**config.mk**
```make
export PLATFORM = sky130hd
export DESIGN_NAME = sram_arbiter_flat
export DESIGN_NICKNAME = d
export VERILOG_FILES = /design/src/rtl/sram_arbiter_if.sv /design/src/rtl/sram_arbiter.sv /design/src/flat_wrapper.sv
export SDC_FILE = /design/constraint.sdc
export NUM_CORES = 1
export LEC_CHECK = 0
export CORE_AREA = 2 2 140 142
export DETAILED_ROUTE_END_ITERATION = 12
export DIE_AREA = 0 0 142 144
export GPL_TIMING_DRIVEN = 1
export PLACE_DENSITY = 0.79
export SETUP_SLACK_MARGIN = 0.3
export SYNTH_ARGS = -nofsm -noshare
export SYNTH_HDL_FRONTEND = slang
export SYNTH_SLANG_ARGS = --single-unit
```
**constraint.sdc**
```tcl
create_clock -name clk -period 7.2 [get_ports clk]
set_input_delay 1.44 -clock clk [delete_from_list [all_inputs] [get_ports clk]]
set_output_delay 1.44 -clock clk [all_outputs]
set_load 0.05 [all_outputs]
```
**src/rtl/sram_arbiter_if.sv**
```systemverilog
// sram_arbiter_if
// Bundles the two requester ports and the SRAM-controller side of the
// arbiter so they can be passed as one port.
//   port 0 (cache) : rdEn0In, wrEn0In, adr0In, wData0In -> rData0Out, ready0Out
//   port 1 (fetch) : rdEn1In, wrEn1In, adr1In, wData1In -> rData1Out, ready1Out
//   SRAM side      : sramRdEnOut, sramWrEnOut, sramAdrOut, sramWDataOut,
//                    sramReadDataIn, sramReadyIn
//   status         : busyOut
// Modport slave is the arbiter's view; master is the environment's view.
interface sram_arbiter_if;
    logic        rdEn0In;
    logic        wrEn0In;
    logic [31:0] adr0In;
    logic [31:0] wData0In;
    logic [63:0] rData0Out;
    logic        ready0Out;

    logic        rdEn1In;
    logic        wrEn1In;
    logic [31:0] adr1In;
    logic [31:0] wData1In;
    logic [31:0] rData1Out;
    logic        ready1Out;

    logic        sramRdEnOut;
    logic        sramWrEnOut;
    logic [31:0] sramAdrOut;
    logic [31:0] sramWDataOut;
    logic [63:0] sramReadDataIn;
    logic        sramReadyIn;

    logic        busyOut;

    modport slave (
        input  rdEn0In, wrEn0In, adr0In, wData0In,
        output rData0Out, ready0Out,
        input  rdEn1In, wrEn1In, adr1In, wData1In,
        output rData1Out, ready1Out,
        output sramRdEnOut, sramWrEnOut, sramAdrOut, sramWDataOut,
        input  sramReadDataIn, sramReadyIn,
        output busyOut
    );

    modport master (
        output rdEn0In, wrEn0In, adr0In, wData0In,
        input  rData0Out, ready0Out,
        output rdEn1In, wrEn1In, adr1In, wData1In,
        input  rData1Out, ready1Out,
        input  sramRdEnOut, sramWrEnOut, sramAdrOut, sramWDataOut,
        output sramReadDataIn, sramReadyIn,
        input  busyOut
    );
endinterface

```
**src/rtl/sram_arbiter.sv**
```systemverilog
// sram_arbiter
// Shares one SRAM controller between the data-cache controller (port 0) and
// the instruction-fetch unit (port 1). One command is latched at a time, the
// SRAM enables are held until the controller completes, and the owner gets a
// one-cycle ready pulse with the read data. Ties go to the round-robin
// pointer, which always points away from the last port served.
// Ports:
//   clk : system clock, rising edge
//   rst : asynchronous, active-high reset
//   bus : sram_arbiter_if.slave (requester ports, SRAM side, busyOut)
//
// state | meaning
// IDLE  | waiting for a request; grants on the clock a request is seen
// BUSY  | SRAM enable held from the latched command until sramReadyIn
// RESP  | enables low, one-cycle ready pulse to the owner
module sram_arbiter (
    input  logic                 clk,
    input  logic                 rst,
    sram_arbiter_if.slave        bus
);
    typedef enum logic [1:0] {
        IDLE = 2'd0,
        BUSY = 2'd1,
        RESP = 2'd2
    } state_t;

    state_t      r_state;
    logic        r_owner;
    logic        r_rrPtr;
    logic        r_cmdWr;
    logic [31:0] r_cmdAdr;
    logic [31:0] r_cmdData;
    logic [63:0] r_rdLine;
    logic [31:0] r_rdWord1;
    logic        r_sramRdEn;
    logic        r_sramWrEn;
    logic        r_ready0;
    logic        r_ready1;
    logic        r_busy;

    logic        w_req0;
    logic        w_req1;
    logic        w_sel;
    logic        w_selWr;
    logic [31:0] w_selAdr;
    logic [31:0] w_selData;

    assign w_req0    = bus.rdEn0In | bus.wrEn0In;
    assign w_req1    = bus.rdEn1In | bus.wrEn1In;
    // Both requesting: the pointer decides; otherwise whichever port asks.
    assign w_sel     = (w_req0 && w_req1) ? r_rrPtr : w_req1;
    // A simultaneous read and write from one port is treated as a write.
    assign w_selWr   = w_sel ? bus.wrEn1In  : bus.wrEn0In;
    assign w_selAdr  = w_sel ? bus.adr1In   : bus.adr0In;
    assign w_selData = w_sel ? bus.wData1In : bus.wData0In;

    always_ff @(posedge clk or posedge rst) begin
        if (rst) begin
            r_state    <= IDLE;
            r_owner    <= 1'b0;
            r_rrPtr    <= 1'b0;
            r_cmdWr    <= 1'b0;
            r_cmdAdr   <= 32'd0;
            r_cmdData  <= 32'd0;
            r_rdLine   <= 64'd0;
            r_rdWord1  <= 32'd0;
            r_sramRdEn <= 1'b0;
            r_sramWrEn <= 1'b0;
            r_ready0   <= 1'b0;
            r_ready1   <= 1'b0;
            r_busy     <= 1'b0;
        end else begin
            r_ready0 <= 1'b0;
            r_ready1 <= 1'b0;
            unique case (r_state)
                IDLE: begin
                    if (w_req0 || w_req1) begin
                        r_owner    <= w_sel;
                        r_cmdWr    <= w_selWr;
                        r_cmdAdr   <= w_selAdr;
                        r_cmdData  <= w_selData;
                        r_sramRdEn <= ~w_selWr;
                        r_sramWrEn <= w_selWr;
                        r_busy     <= 1'b1;
                        r_state    <= BUSY;
                    end
                end
                BUSY: begin
                    if (bus.sramReadyIn) begin
                        r_rdLine   <= bus.sramReadDataIn;
                        // Half-select uses the latched address so a fetch
                        // unit that has already moved on cannot corrupt it.
                        r_rdWord1  <= r_cmdAdr[2] ? bus.sramReadDataIn[63:32]
                                                  : bus.sramReadDataIn[31:0];
                        r_rrPtr    <= ~r_owner;
                        r_sramRdEn <= 1'b0;
                        r_sramWrEn <= 1'b0;
                        r_ready0   <= ~r_owner;
                        r_ready1   <= r_owner;
                        r_state    <= RESP;
                    end
                end
                RESP: begin
                    r_busy  <= 1'b0;
                    r_state <= IDLE;
                end
                default: begin
                    r_sramRdEn <= 1'b0;
                    r_sramWrEn <= 1'b0;
                    r_busy     <= 1'b0;
                    r_state    <= IDLE;
                end
            endcase
        end
    end

    assign bus.sramRdEnOut  = r_sramRdEn;
    assign bus.sramWrEnOut  = r_sramWrEn;
    assign bus.sramAdrOut   = r_cmdAdr;
    assign bus.sramWDataOut = r_cmdData;
    assign bus.rData0Out    = r_rdLine;
    assign bus.rData1Out    = r_rdWord1;
    assign bus.ready0Out    = r_ready0;
    assign bus.ready1Out    = r_ready1;
    assign bus.busyOut      = r_busy;
endmodule

```
**src/flat_wrapper.sv**
```systemverilog
// flat-port wrapper written by rule: the top's interface ports become plain ports
module sram_arbiter_flat 
  (clk, rst, bus_rdEn0In, bus_wrEn0In, bus_adr0In, bus_wData0In, bus_rData0Out, bus_ready0Out, bus_rdEn1In, bus_wrEn1In, bus_adr1In, bus_wData1In, bus_rData1Out, bus_ready1Out, bus_sramRdEnOut, bus_sramWrEnOut, bus_sramAdrOut, bus_sramWDataOut, bus_sramReadDataIn, bus_sramReadyIn, bus_busyOut);
  sram_arbiter_if bus_i ();
  input  logic clk;
  input  logic rst;
  input wire logic [$bits(bus_i.rdEn0In)-1:0] bus_rdEn0In;
  input wire logic [$bits(bus_i.wrEn0In)-1:0] bus_wrEn0In;
  input wire logic [$bits(bus_i.adr0In)-1:0] bus_adr0In;
  input wire logic [$bits(bus_i.wData0In)-1:0] bus_wData0In;
  output wire logic [$bits(bus_i.rData0Out)-1:0] bus_rData0Out;
  output wire logic [$bits(bus_i.ready0Out)-1:0] bus_ready0Out;
  input wire logic [$bits(bus_i.rdEn1In)-1:0] bus_rdEn1In;
  input wire logic [$bits(bus_i.wrEn1In)-1:0] bus_wrEn1In;
  input wire logic [$bits(bus_i.adr1In)-1:0] bus_adr1In;
  input wire logic [$bits(bus_i.wData1In)-1:0] bus_wData1In;
  output wire logic [$bits(bus_i.rData1Out)-1:0] bus_rData1Out;
  output wire logic [$bits(bus_i.ready1Out)-1:0] bus_ready1Out;
  output wire logic [$bits(bus_i.sramRdEnOut)-1:0] bus_sramRdEnOut;
  output wire logic [$bits(bus_i.sramWrEnOut)-1:0] bus_sramWrEnOut;
  output wire logic [$bits(bus_i.sramAdrOut)-1:0] bus_sramAdrOut;
  output wire logic [$bits(bus_i.sramWDataOut)-1:0] bus_sramWDataOut;
  input wire logic [$bits(bus_i.sramReadDataIn)-1:0] bus_sramReadDataIn;
  input wire logic [$bits(bus_i.sramReadyIn)-1:0] bus_sramReadyIn;
  output wire logic [$bits(bus_i.busyOut)-1:0] bus_busyOut;
  assign bus_i.rdEn0In = bus_rdEn0In;
  assign bus_i.wrEn0In = bus_wrEn0In;
  assign bus_i.adr0In = bus_adr0In;
  assign bus_i.wData0In = bus_wData0In;
  assign bus_rData0Out = bus_i.rData0Out;
  assign bus_ready0Out = bus_i.ready0Out;
  assign bus_i.rdEn1In = bus_rdEn1In;
  assign bus_i.wrEn1In = bus_wrEn1In;
  assign bus_i.adr1In = bus_adr1In;
  assign bus_i.wData1In = bus_wData1In;
  assign bus_rData1Out = bus_i.rData1Out;
  assign bus_ready1Out = bus_i.ready1Out;
  assign bus_sramRdEnOut = bus_i.sramRdEnOut;
  assign bus_sramWrEnOut = bus_i.sramWrEnOut;
  assign bus_sramAdrOut = bus_i.sramAdrOut;
  assign bus_sramWDataOut = bus_i.sramWDataOut;
  assign bus_i.sramReadDataIn = bus_sramReadDataIn;
  assign bus_i.sramReadyIn = bus_sramReadyIn;
  assign bus_busyOut = bus_i.busyOut;
  sram_arbiter u_core (.clk(clk), .rst(rst), .bus(bus_i));
endmodule
```
After elaboration in Yosys (flattened, before gate mapping):

Index checks and enable logic that the tools add are counted.

* equality and inequality tests: 4
* multiplexer cells: 19
* bitwise operators: 6
* reduce and logical (&&, ||, !) cells: 8

Operators by type and width (count)
* 32-bit two-way mux: 3
* 1-bit two-way mux: 10
* 2-bit AND reduction: 4
* 1-bit one-hot mux with 3 select lines: 2
* 2-bit two-way mux: 2
* 1-bit inverter: 4
* 2-bit one-hot mux with 2 select lines: 1
* 3-bit AND reduction: 1
* 2-bit by 1-bit equality test with 1-bit output, second input constant: 1
* 2-bit equality test, second input constant: 1
* 2-bit zero test: 1
* 2-bit by 1-bit != test with 1-bit output, second input constant: 1
* 2-bit != test, second input constant: 1
* 1-bit OR: 2
* 1-bit one-hot mux with 2 select lines: 1
* 1-bit logical AND: 1
* 1-bit logical OR: 1

* bits in registers: 169
* input port bits: 199
* output and inout bits: 165
* logic and storage cells: 49

Depth between registers and ports, before layout:

* word-level depth: 7
* mapped depth: 6
* depth with buffers taken out: 4

Worst setup path before layout:

OpenSTA, ideal clock, no wires.

* kind: input port to flip-flop
* from: input port bus_wrEn1In
* to: register u_core.r_cmdData[11], in the netlist u_core.bus.sramWDataOut[11]
* library setup time: 0.130 ns
* data arrival time: 2.499 ns
* data required time: 7.070 ns
* path slack: 4.571 ns
* stages: 5
* path buffers: 2
* cells stage by stage: or4_1 > buf_2 > buf_2 > a21oi_1 > a31oi_1

* longest elaborated chain between the ends: 4
* elaborated cells between the ends (all ways): 6
* those cells by class: 2 x mux; 1 x bitwise; 3 x reduce/logical

RTL lines
* from (decl): RTL line flat_wrapper.sv:14 `input wire logic [$bits(bus_i.wrEn1In)-1:0] bus_wrEn1In;`
* 1-bit OR *: RTL line sram_arbiter.sv:49 `assign w_req1 = bus.rdEn1In | bus.wrEn1In;`
* 1-bit logical AND: RTL line sram_arbiter.sv:51 `assign w_sel = (w_req0 && w_req1) ? r_rrPtr : w_req1;`
* 1-bit two-way mux: RTL line sram_arbiter.sv:51
* 32-bit two-way mux: RTL line sram_arbiter.sv:55 `assign w_selData = w_sel ? bus.wData1In : bus.wData0In;`
* to (signal assigned): RTL line sram_arbiter.sv:81 `r_cmdData <= w_selData;`
* to (decl): RTL line sram_arbiter.sv:32 `logic [31:0] r_cmdData;`

Mark *: on every way between the ends. The rest lies on a longest branch, timed or not.
A chain may end at the register's enable or synchronous reset.

Worst setup path after layout:

* from: input port bus_rdEn1In
* to: register u_core.r_sramWrEn, in the netlist u_core.bus.sramWrEnOut

* longest elaborated chain between the ends: 6
* elaborated cells between the ends (all ways): 9
* those cells by class: 1 x eq/ne; 4 x mux; 1 x bitwise; 3 x reduce/logical

RTL lines
* from (decl): RTL line flat_wrapper.sv:13 `input wire logic [$bits(bus_i.rdEn1In)-1:0] bus_rdEn1In;`
* 1-bit OR *: RTL line sram_arbiter.sv:49
* 1-bit logical AND: RTL line sram_arbiter.sv:51
* 1-bit two-way mux: RTL line sram_arbiter.sv:51
* 1-bit two-way mux: RTL line sram_arbiter.sv:53 `assign w_selWr = w_sel ? bus.wrEn1In : bus.wrEn0In;`
* 1-bit two-way mux: RTL line sram_arbiter.sv:77 `if (w_req0 || w_req1) begin`
* 1-bit one-hot mux with 3 select lines: RTL line sram_arbiter.sv:75 `unique case (r_state)`
* to (signal assigned): RTL line sram_arbiter.sv:83 `r_sramWrEn <= w_selWr;`
* to (decl): RTL line sram_arbiter.sv:36 `logic r_sramWrEn;`

Mark *: on every way between the ends. The rest lies on a longest branch, timed or not. The select of a mux whose other input is x is not followed.

==> impl_metrics.ini <==
[timing]
finalHoldViolCount = 0
clock.fmax_ghz = 0.301
maxSlewViolCount = 0
setup_viol = 0
tightestPinTransition_ns = 1.03
finalCriticalPeriod_ns = 3.33
setup_tns_ns = 0
fin_crit_sh_pct = 46.2
relSlewSlack_pct = 31.4
rsz0062_at_grt = no
skew_ns = 0.00964

[logic_synthesis]
syn_nets = 1014
synth_cells = 815
avgSynthCellArea_um2 = 9.31
synth_cell_types = 23
netlist_area_um2 = 7590
synth_warnings = 0
seq_area_frac_synth_pct = 55.7
ys_seq_elements = 169

[setup_path]
critPathLaunchType = input port
worstPathCellList = clkdlybuf4s50_1 -> or4_2 -> buf_4 -> nand2_1 -> mux2_2
crit_path_max_incr_delay_ns = 0.69
crit_slowest_cell = or4_2
arrival_ns = 3.63
path_max_fanout = 65
required_ns = 7.51
cp-end-kind = flip-flop
critical-path-top-delay-family = simple AND/OR/NAND/NOR gates
critical_path_class = in2reg
critPathBufInv = 2

[die]
rows = 51
die_w_um = 142
initial_core_util_pct = 39.8
core_area_um2 = 19100
die_area_um2 = 20400
boundaryPins = 364
die_y_um = 144

[finish]
fill_cells = 1629
final_common_cell = clkdlybuf4s50_1
area_growth_syn_to_layout_pct = 56.7
drive_gt1_share_pct = 4.62
regArea_um2 = 4230
fin_nets = 1333
final_cell_mix = clkdlybuf4s50_1 (363), nand2_1 (226), dfrtp_1 (168)
final-instance-count-excl-fill = 1387
multiInputGateArea_um2 = 3030

[min_path]
min_path_type = reg2reg

[route]
drt-total-wl_mm = 25.2
first_iter_violations = 347
vias_per_cell = 5.23
ant_nets = 0
remaining_drc_errors = 0
num_vias = 7249
post_drt_wl_per_cell_um = 18.2
drtPass1Iterations = 7

[placement]
numPortBuffers = 363
place_inst = 1353
gp_congestion = 0.853
place_hpwl_mm = 17.4

[run_status]
status = completed

[cts]
clk_pin_slew_ns = 0.08
clock_latency_ns = 0.43
clk_path_buf_depth = 2
cts_setup_buffers = 0
cts-root-buf = clkbuf_16
htreeDepth = 4
hold_buffers = 0
tritoncts = built
clock_sinks = 169
cts_buffers = 17
post_cts_resized = 0

[grt]
grtUsageTotal_pct = 24.4
antenna_found_initial = 2
grt_max_degree = 118
first_global_vias = 7140
overflow = 0
grt_pass1_wl_mm = 38.5

[pwr]
power_density_nw_per_um2 = 535
vdd_drop_max_v = 0.000293
power_leakage_nw = 5.12

[flow_run]
drv_cap = 0
cells by family (layout without fill, tap and decap cells):
| family | after synthesis | after routing | synth area share, % |
|---|---|---|---|
| flip-flops | 169 | 169 | 55.7 |
| multiplexers | 34 | 34 | 4.50 |
| buffers and inverters | 77 | 409 | 4.75 |
| AO/OA/AOI/OAI | 232 | 232 | 16.6 |
| other | 0 | 2 | 0 |
| AND/OR/NAND/NOR | 303 | 303 | 18.4 |
worst paths after layout:
kind / to / slack (ns) / startpoint / cells past startpoint
max: u_core.bus.sramWrEnOut$_DFFE_PP0P_ / 3.87 / bus_rdEn1In / 5
min: u_core.bus.ready0Out$_DFF_PP0_ / 0.46 / u_core.r_owner$_DFFE_PP0P_ / 1
max in group asynchronous: u_core.bus.rData0Out[9]$_DFFE_PP0P_ / 4.16 / rst / 3
min reg2reg: u_core.bus.ready0Out$_DFF_PP0_ / 0.46 / u_core.r_owner$_DFFE_PP0P_ / 1
max reg2reg: u_core.bus.sramAdrOut[28]$_DFFE_PP0P_ / 4.86 / u_core.r_state[0]$_DFFE_PP0P_ / 5
min in group asynchronous: u_core.bus.rData0Out[18]$_DFFE_PP0P_ / 1.61 / rst / 2
final cells by class:
| cell class | count | area share (%) |
|---|---|---|
| clock inverter | 15 | 1.45 |
| inverter | 3 | 0.137 |
| timing repair buffer | 374 | 31.3 |
| clock buffer | 17 | 3.58 |
| sequential | 169 | 35.6 |
| antenna | 2 | 0.0421 |
| tap | 238 | 2.50 |
| multi-input combinational | 569 | 25.4 |
flip-flops by register name (all words and copies together), names as in the netlist:
register                 count
u_core.bus.busyOut           1
u_core.bus.rData0Out        64
u_core.bus.rData1Out        32
u_core.bus.ready0Out         1
u_core.bus.ready1Out         1
u_core.bus.sramAdrOut       32
u_core.bus.sramRdEnOut       1
u_core.bus.sramWDataOut     32
u_core.bus.sramWrEnOut       1
u_core.r_owner               1
u_core.r_rrPtr               1
u_core.r_state               2
cell usage after synthesis (all sizes together):
master	instances	area [µm²]
a2bb2oi	1	8.76
a21oi	64	320
mux2	1	11.3
nor4	1	6.26
nand2b	1	6.26
o21bai	1	7.51
nor2	6	22.5
a21o	1	7.51
buf	27	173
dfrtp	169	4230
nand2	226	848
clkbuf	47	176
mux2i	33	330
and2	3	18.8
o21ba	1	10.0
or4	1	7.51
inv	3	11.3
o21ai	99	495
nand3b	65	488
a21boi	1	7.51
a31oi	64	400
power by group:
| part | total (W) | internal [W] | switching (W) |
|---|---|---|---|
| registers | 0.00168 | 0.00141 | 0.000262 |
| clock network | 0.000937 | 0.000498 | 0.000439 |
| logic | 0.00375 | 0.00120 | 0.00255 |
| total | 0.00636 | 0.00312 | 0.00325 |
routing by layer:
metal / vias up / part of all wire [%] / GRT usage, %
met5: - / 0.052 / 0
met4: 2 / 2.9 / 10.7
met3: 49 / 8.7 / 8.21
met2: 297 / 49 / 40.9
met1: 3452 / 39 / 28.5
li1: 3449 / - / -
metrics by stage:
step / setup WS (ns) / total power, W / instance area (µm²) / hold slack, ns / util (%)
3_5_place_dp: 3.46 / 0.00545 / 11300 / 0.459 / 59.2
5_1_grt: 3.79 / 0.00668 / 11900 / 0.481 / 62.3
2_1_floorplan: 1.18 / 0.00415 / 7590 / 0.418 / -
6_report: 3.87 / 0.00636 / 11900 / 0.460 / 62.3
4_1_cts: 3.90 / 0.00640 / 11900 / 0.461 / 62.3
3_3_place_gp: 3.49 / 0.00540 / 11300 / 0.451 / 59.2
Note: power is estimated with default switching activity, not from simulation.
